--- config.mk ---
export PLATFORM = sky130hd
export DESIGN_NAME = alpha_razor_replay
export DESIGN_NICKNAME = d
export VERILOG_FILES = /design/src/rtl/alpha_razor_replay.sv
export SDC_FILE = /design/constraint.sdc
export NUM_CORES = 1
export LEC_CHECK = 0
export CAP_MARGIN = 20
export CORE_MARGIN = 3
export CORE_UTILIZATION = 45
export CTS_BUF_LIST = sky130_fd_sc_hd__clkbuf_16
export CTS_CLUSTER_DIAMETER = 200
export DETAILED_ROUTE_END_ITERATION = 16
export GPL_ROUTABILITY_DRIVEN = 1
export GPL_TIMING_DRIVEN = 1
export HOLD_SLACK_MARGIN = 0.15
export PLACE_DENSITY_LB_ADDON = 0.12
export SYNTH_ARGS = -nofsm -noshare
export SYNTH_HDL_FRONTEND = slang
export SYNTH_SLANG_ARGS = --single-unit
--- constraint.sdc ---
create_clock -name Clock -period 1.1 [get_ports Clock]
set_clock_uncertainty 0.15 [all_clocks]
set_input_delay 0.22 -clock Clock [delete_from_list [all_inputs] [get_ports Clock]]
set_output_delay 0.22 -clock Clock [all_outputs]
set_load 0.005 [all_outputs]
--- src/rtl/alpha_razor_replay.sv ---
// Alpha recursion stage for the 8-state turbo trellis. Define ALPHA_RAZOR_SHADOW_EN to build the Razor
// shadow latches and the one-cycle replay/correction FSM; otherwise it is a plain registered recursion.
module alpha_razor_replay #(
   parameter int N          = 5,
   parameter int M          = 6,
   parameter int RAZOR_BITS = 2,
   parameter int CNT_W      = 8
) (
   input  logic                    Clock,
   input  logic                    nReset,
   input  logic                    Enable,
   input  logic                    Error_in,
   input  logic [7:1][M-1:0]       alpha_in_DFF,
   input  logic signed [N-1:0]     ba2,
   input  logic signed [M:0]       ba1ba3,
   input  logic signed [M:0]       ba1ba2ba3,
   output logic [7:1][M-1:0]       alpha_out_DFF,
   output logic                    Error_current,
   output logic [CNT_W-1:0]        Err_count
);

   localparam int DW = M + 3;
   typedef logic signed [M+1:0] sum_t;

   if (RAZOR_BITS < 1 || RAZOR_BITS > M) begin : g_bad_razor_bits
      $error("alpha_razor_replay: RAZOR_BITS must be within 1..M");
   end

   // Tie goes to the second operand.
   function automatic sum_t max_tie_y(input sum_t x, input sum_t y);
      if (x > y) return x;
      else       return y;
   endfunction

   function automatic logic [M-1:0] sat_m(input logic signed [DW-1:0] d);
      logic signed [DW-1:0] hi;
      logic signed [DW-1:0] lo;
      hi = {4'b0000, {(M-1){1'b0}} | {(M-1){1'b1}}};
      lo = {4'b1111, {(M-1){1'b0}}};
      if (d > hi)      return hi[M-1:0];
      else if (d < lo) return lo[M-1:0];
      else             return d[M-1:0];
   endfunction

   sum_t             a_s [1:7];
   sum_t             c_s [0:7];
   sum_t             g2_s;
   sum_t             g13_s;
   sum_t             g3_s;
   logic [7:1][M-1:0] next_s;
   logic             capture_s;

   // Candidate metrics and normalisation against state 0.
   always_comb begin
      g2_s  = sum_t'(ba2);
      g13_s = sum_t'(ba1ba3);
      g3_s  = sum_t'(ba1ba2ba3);
      for (int k = 1; k <= 7; k++) a_s[k] = sum_t'($signed(alpha_in_DFF[k]));
      c_s[0] = max_tie_y({(M+2){1'b0}}, a_s[1] + g3_s);
      c_s[1] = max_tie_y(a_s[2] + g13_s, a_s[3] + g2_s);
      c_s[2] = max_tie_y(a_s[4] + g2_s,  a_s[5] + g13_s);
      c_s[3] = max_tie_y(a_s[7],         a_s[6] + g3_s);
      c_s[4] = max_tie_y(g3_s,           a_s[1]);
      c_s[5] = max_tie_y(a_s[2] + g2_s,  a_s[3] + g13_s);
      c_s[6] = max_tie_y(a_s[4] + g13_s, a_s[5] + g2_s);
      c_s[7] = max_tie_y(a_s[6],         a_s[7] + g3_s);
      for (int k = 1; k <= 7; k++) next_s[k] = sat_m(DW'(c_s[k]) - DW'(c_s[0]));
   end

`ifdef ALPHA_RAZOR_SHADOW_EN
   localparam logic [0:0] ST_RUN     = 1'b0;
   localparam logic [0:0] ST_CORRECT = 1'b1;

   logic [0:0]                   state_r;
   logic                         shadow_valid_r;
   logic                         cap_tog_r;
   logic                         neg_tog_r;
   logic                         open_s;
   logic                         mismatch_s;
   logic [CNT_W-1:0]             cnt_inc_s;
   logic [7:1][RAZOR_BITS-1:0]   shadow_r;

   // The toggle pair opens the shadow window from a capture edge until the following falling edge.
   assign open_s = cap_tog_r ^ neg_tog_r;

   // Shadow latches follow the late-settling MSBs while Clock is high after a capture.
   always_latch begin
      if (!nReset) begin
         shadow_r <= {(7*RAZOR_BITS){1'b0}};
      end else if (Clock && open_s) begin
         for (int k = 1; k <= 7; k++) shadow_r[k] <= next_s[k][M-1 -: RAZOR_BITS];
      end
   end

   // Falling-edge half of the window toggle pair.
   always_ff @(negedge Clock or negedge nReset) begin
      if (!nReset) neg_tog_r <= 1'b0;
      else         neg_tog_r <= cap_tog_r;
   end

   // Mismatch detection, capture qualification and saturating increment.
   always_comb begin
      mismatch_s = 1'b0;
      for (int k = 1; k <= 7; k++)
         mismatch_s = mismatch_s | (shadow_r[k] != alpha_out_DFF[k][M-1 -: RAZOR_BITS]);
      mismatch_s = mismatch_s & shadow_valid_r;
      capture_s  = (state_r == ST_RUN) && Enable && !Error_in && !mismatch_s;
      if (Err_count != {CNT_W{1'b1}}) cnt_inc_s = Err_count + {{(CNT_W-1){1'b0}}, 1'b1};
      else                            cnt_inc_s = Err_count;
   end

   // Metric register, replay FSM and correction counter.
   always_ff @(posedge Clock or negedge nReset) begin
      if (!nReset) begin
         alpha_out_DFF  <= {(7*M){1'b0}};
         Error_current  <= 1'b0;
         Err_count      <= {CNT_W{1'b0}};
         state_r        <= ST_RUN;
         shadow_valid_r <= 1'b0;
         cap_tog_r      <= 1'b0;
      end else begin
         shadow_valid_r <= capture_s;
         cap_tog_r      <= cap_tog_r ^ capture_s;
         case (state_r)
            ST_RUN: begin
               if (mismatch_s) begin
                  for (int k = 1; k <= 7; k++) alpha_out_DFF[k][M-1 -: RAZOR_BITS] <= shadow_r[k];
                  Error_current <= 1'b1;
                  Err_count     <= cnt_inc_s;
                  state_r       <= ST_CORRECT;
               end else begin
                  if (capture_s) alpha_out_DFF <= next_s;
                  else           alpha_out_DFF <= alpha_out_DFF;
                  Error_current <= 1'b0;
                  state_r       <= ST_RUN;
               end
            end
            ST_CORRECT: begin
               Error_current <= 1'b0;
               state_r       <= ST_RUN;
            end
            default: begin
               Error_current <= 1'b0;
               state_r       <= ST_RUN;
            end
         endcase
      end
   end
`else
   assign capture_s     = Enable && !Error_in;
   assign Error_current = 1'b0;
   assign Err_count     = {CNT_W{1'b0}};

   // Plain registered recursion.
   always_ff @(posedge Clock or negedge nReset) begin
      if (!nReset)        alpha_out_DFF <= {(7*M){1'b0}};
      else if (capture_s) alpha_out_DFF <= next_s;
      else                alpha_out_DFF <= alpha_out_DFF;
   end
`endif

endmodule

==> impl_metrics.csv <==
group,metric,value,unit
outcome,status,"finished, violations left",
outcome,violations,"setup timing",
worst_setup_path,critPathSlowestCell,"ha_1",
power,p_leak,7.68,nW
routing,wl,45.9,mm
power,pwr-share-clk,5.5,%
layout,reg_top3,"alpha_out_DFF: 42 flops",
synthesis,yosysTopAreaCell,"ha_1",
power,seqPwrFrac,7.9,%
synthesis,syn_area_per_cell,8.36,um^2
layout,largest_reg_flops,42,
timing,timing.final.ws_setup,-4.11,ns
worst_setup_path,worst-path-buf-inv,8,
die,io_pins,116,
clocking,cts_buffers,5,
routing,drt.antenna.violating_nets,0,
die,die_h,147,um
worst_setup_path,required,1.13,ns
power,power_switching,0.0156,W
timing,worst_pin_slew,0.573,ns
global_routing,grt_pass1_vias,11427,
worst_setup_path,cp_common_cell,"buf_6",
synthesis,synthTopCellsByArea,"ha_1 (25%), dfrtp_1 (12%), a21oi_1 (4.3%)",
power,p_int,0.0180,W
routing,routed_via_density,6.31,
clocking,cts.sinks,42,
global_routing,grt_pass1_wl,55.1,mm
synthesis,synth_warnings,0,
routing,drt-wirelength-per-cell,23.7,um
worst_setup_path,cp-start-kind,"input pin",
worst_setup_path,worstSetupPathType,"in -> reg",
timing,rsz0062_at_grt,"true",
routing,dr.pass1.iters,6,
clocking,cts_tree,"done",
worst_setup_path,crit_arrival,5.24,ns
timing,finalMaxSlewViolations,0,
timing,slew_headroom,61.3,%
layout,nNetsFinal,1940,
die,core,19100,um^2
synthesis,synth_edf_count,0,
synthesis,synthDominantCellAreaShare,25.5,%
worst_setup_path,cp_max_fo,7,
synthesis,synthArstFlopShare,100,%
placed_design,portBuffers,106,
power,p_total,0.0336,W
die,die_x,147,um
routing,first_iter_violations,1111,
power,comb_power_share,86.7,%
layout,area_growth,82.3,%
worst_hold_path,hold_class,"in -> async",
synthesis,synth.distinct_cells,76,
clocking,cts_htree_levels,2,
global_routing,antenna_found_initial,0,
synthesis,synth-main-ff-cell,"dfrtp_1",
timing,hold_viol,0,
layout,antenna_cells,0,
routing,drc_errors,0,
worst_setup_path,slowest_delay,0.33,ns
placed_design,dp_hpwl,23.9,mm
clocking,clockRootBuffer,"clkbuf_16",
synthesis,synth_seq_cells,42,
global_routing,grt_overflow_total,0,
layout,drive_gt1_share,54.9,%
layout,largest_register,"alpha_out_DFF",
power,ir_worst_vdd,1.56,mV
routing,routed-via-count,12210,
timing,max_freq,0.192,GHz
run,maxCapViolCount,0,
placed_design,dp_slack,-4.52,ns
worst_setup_path,cp-end-kind,"register",
worst_setup_path,crit_family,"compound AO/OA/AOI/OAI gates",
layout,final_core_util,85.4,%
global_routing,grt_max_degree,43,
power,power.density,2070,nW/um^2
clocking,cts.clk_slew.worst_paths,0.08,ns
timing,fin_crit,5.21,ns
clocking,cts_max_path_buffers,2,
synthesis,syn_inst,1068,
global_routing,grt_usage,30.8,%
synthesis,syn_area,8930,um^2
die,dieArea,21600,um^2
timing,setup_viol,84,
die,rows,50,
clocking,insertion_delay,0.29,ns
die,start_util,46.8,%
timing,fin_crit_sh,473,%
synthesis,ys_seq_area_share,11.8,%
placed_design,place_congestion,0.913,
power,p_sw_share,46.5,%
-- placed cells by master (no fill, tap or decap), drive strengths merged, types with 14 or more instances in the layout --
| cell type | n |
|---|---|
| nor2b | 38 |
| o31ai | 19 |
| a21o | 17 |
| ha | 182 |
| fa | 18 |
| dfrtp | 42 |
| o21a | 41 |
| clkdlybuf4s50 | 17 |
| dlygate4sd2 | 16 |
| mux2i | 33 |
| buf | 566 |
| o21ai | 60 |
| xor2 | 29 |
| a31oi | 24 |
| xnor2 | 30 |
| a21oi | 78 |
| nand2 | 50 |
| o31a | 16 |
| or2 | 15 |
| conb | 16 |
| and3 | 15 |
| inv | 76 |
| mux2 | 14 |
| nor2 | 70 |
| o21bai | 17 |
-- cells in the mapped netlist, drive strengths merged, types with 3 or more instances --
cell type / number
a2111oi: 6
a211o: 4
a211oi: 6
a21boi: 8
a21o: 17
a21oi: 78
a221oi: 3
a31oi: 24
a41o: 12
and2: 4
and3: 15
buf: 15
clkbuf: 12
dfrtp: 42
fa: 18
ha: 182
inv: 77
mux2: 14
mux2i: 33
nand2: 50
nand2b: 13
nand3: 6
nand4: 6
nand4b: 3
nor2: 70
nor2b: 38
nor3: 8
nor3b: 3
nor4: 3
o211ai: 12
o21a: 41
o21ai: 60
o21bai: 17
o221ai: 5
o22a: 6
o22ai: 3
o311ai: 13
o31a: 16
o31ai: 19
o41ai: 4
or2: 15
or3: 7
xnor2: 30
xor2: 29
-- cell type report --
class                      count  area (um^2)
timing repair buffer         613         4910
clock inverter                 3         40.0
sequential                    42         1050
fill                         829         2790
inverter                      77          300
multi-input combinational    936         9540
tap                          260          325
clock buffer                   5          125
-- worst min-delay path, cell delays in order --
cell and delay (ns):
dlygate4sd3_1 0.52, buf_2 0.12, buf_12 0.25
-- kinds of logic after synthesis --
logic type | count (synthesis) | share of synthesized area [%]
other cells | 2 | 0.0841
flops | 42 | 11.8
xor+xnor | 59 | 5.78
buf+inv | 104 | 4.89
simple gates | 247 | 14.0
compound gates | 367 | 28.4
fa+ha+maj | 200 | 29.5
mux | 47 | 5.50
-- power by group through the flow --
stage | combinational [W] | clock (W) | sequential [W]
finish | 0.0292 | 0.00183 | 0.00265
global route | 0.0306 | 0.00188 | 0.00271
CTS | 0.0237 | 0.00172 | 0.00257
detailed placement | 0.0210 | 0 | 0.00261
global placement | 0.0205 | 0 | 0.00261
floorplan | 0.0119 | 0 | 0.00258
-- path summary, 6_finish.rpt --
check	start	end	slack [ns]	cells past startpoint
max	ba1ba3[0]	alpha_out_DFF[8]	-4.11	28
min reg2reg	alpha_out_DFF[35]	alpha_out_DFF[35]	0.34	2
max reg2reg	alpha_out_DFF[1]	alpha_out_DFF[1]	-0.37	5
max in group asynchronous	nReset	alpha_out_DFF[11]	0.28	3
min	nReset	alpha_out_DFF[4]	0.28	3
min in group Clock	alpha_out_DFF[35]	alpha_out_DFF[35]	0.34	2
-- through the flow --
stage / hold slack, ns / area (um^2) / setup TNS [ns] / cells
floorplan: -0.226 / 9350 / -129.81 / 1082
global placement: 0.0592 / 13600 / -175.88 / 1811
detailed placement: 0.0622 / 13600 / -179.31 / 1811
CTS: 0.302 / 15200 / -147.26 / 1904
global route: 0.300 / 16300 / -165.77 / 1936
finish: 0.277 / 16300 / -159.33 / 1936
-- repair_timing --
item	4_1_cts	5_1_grt
endpoints found under the hold margin	42	0
cloned	2	0
endpoints found under the setup margin	84	84
buffers inserted	83	38
resized for setup	495	170
hold buffers	1	0
pin swaps	182	181
-- metal layers --
metal / vias up / track usage, % / part of all wire [%]
li1: 5217 / - / -
met1: 5747 / 37.0 / 35
met2: 856 / 57.7 / 47
met3: 390 / 3.55 / 8.3
met4: 0 / 8.48 / 9.7
met5: - / 0 / 0
No activity file was read; power rests on OpenSTA's default activity.
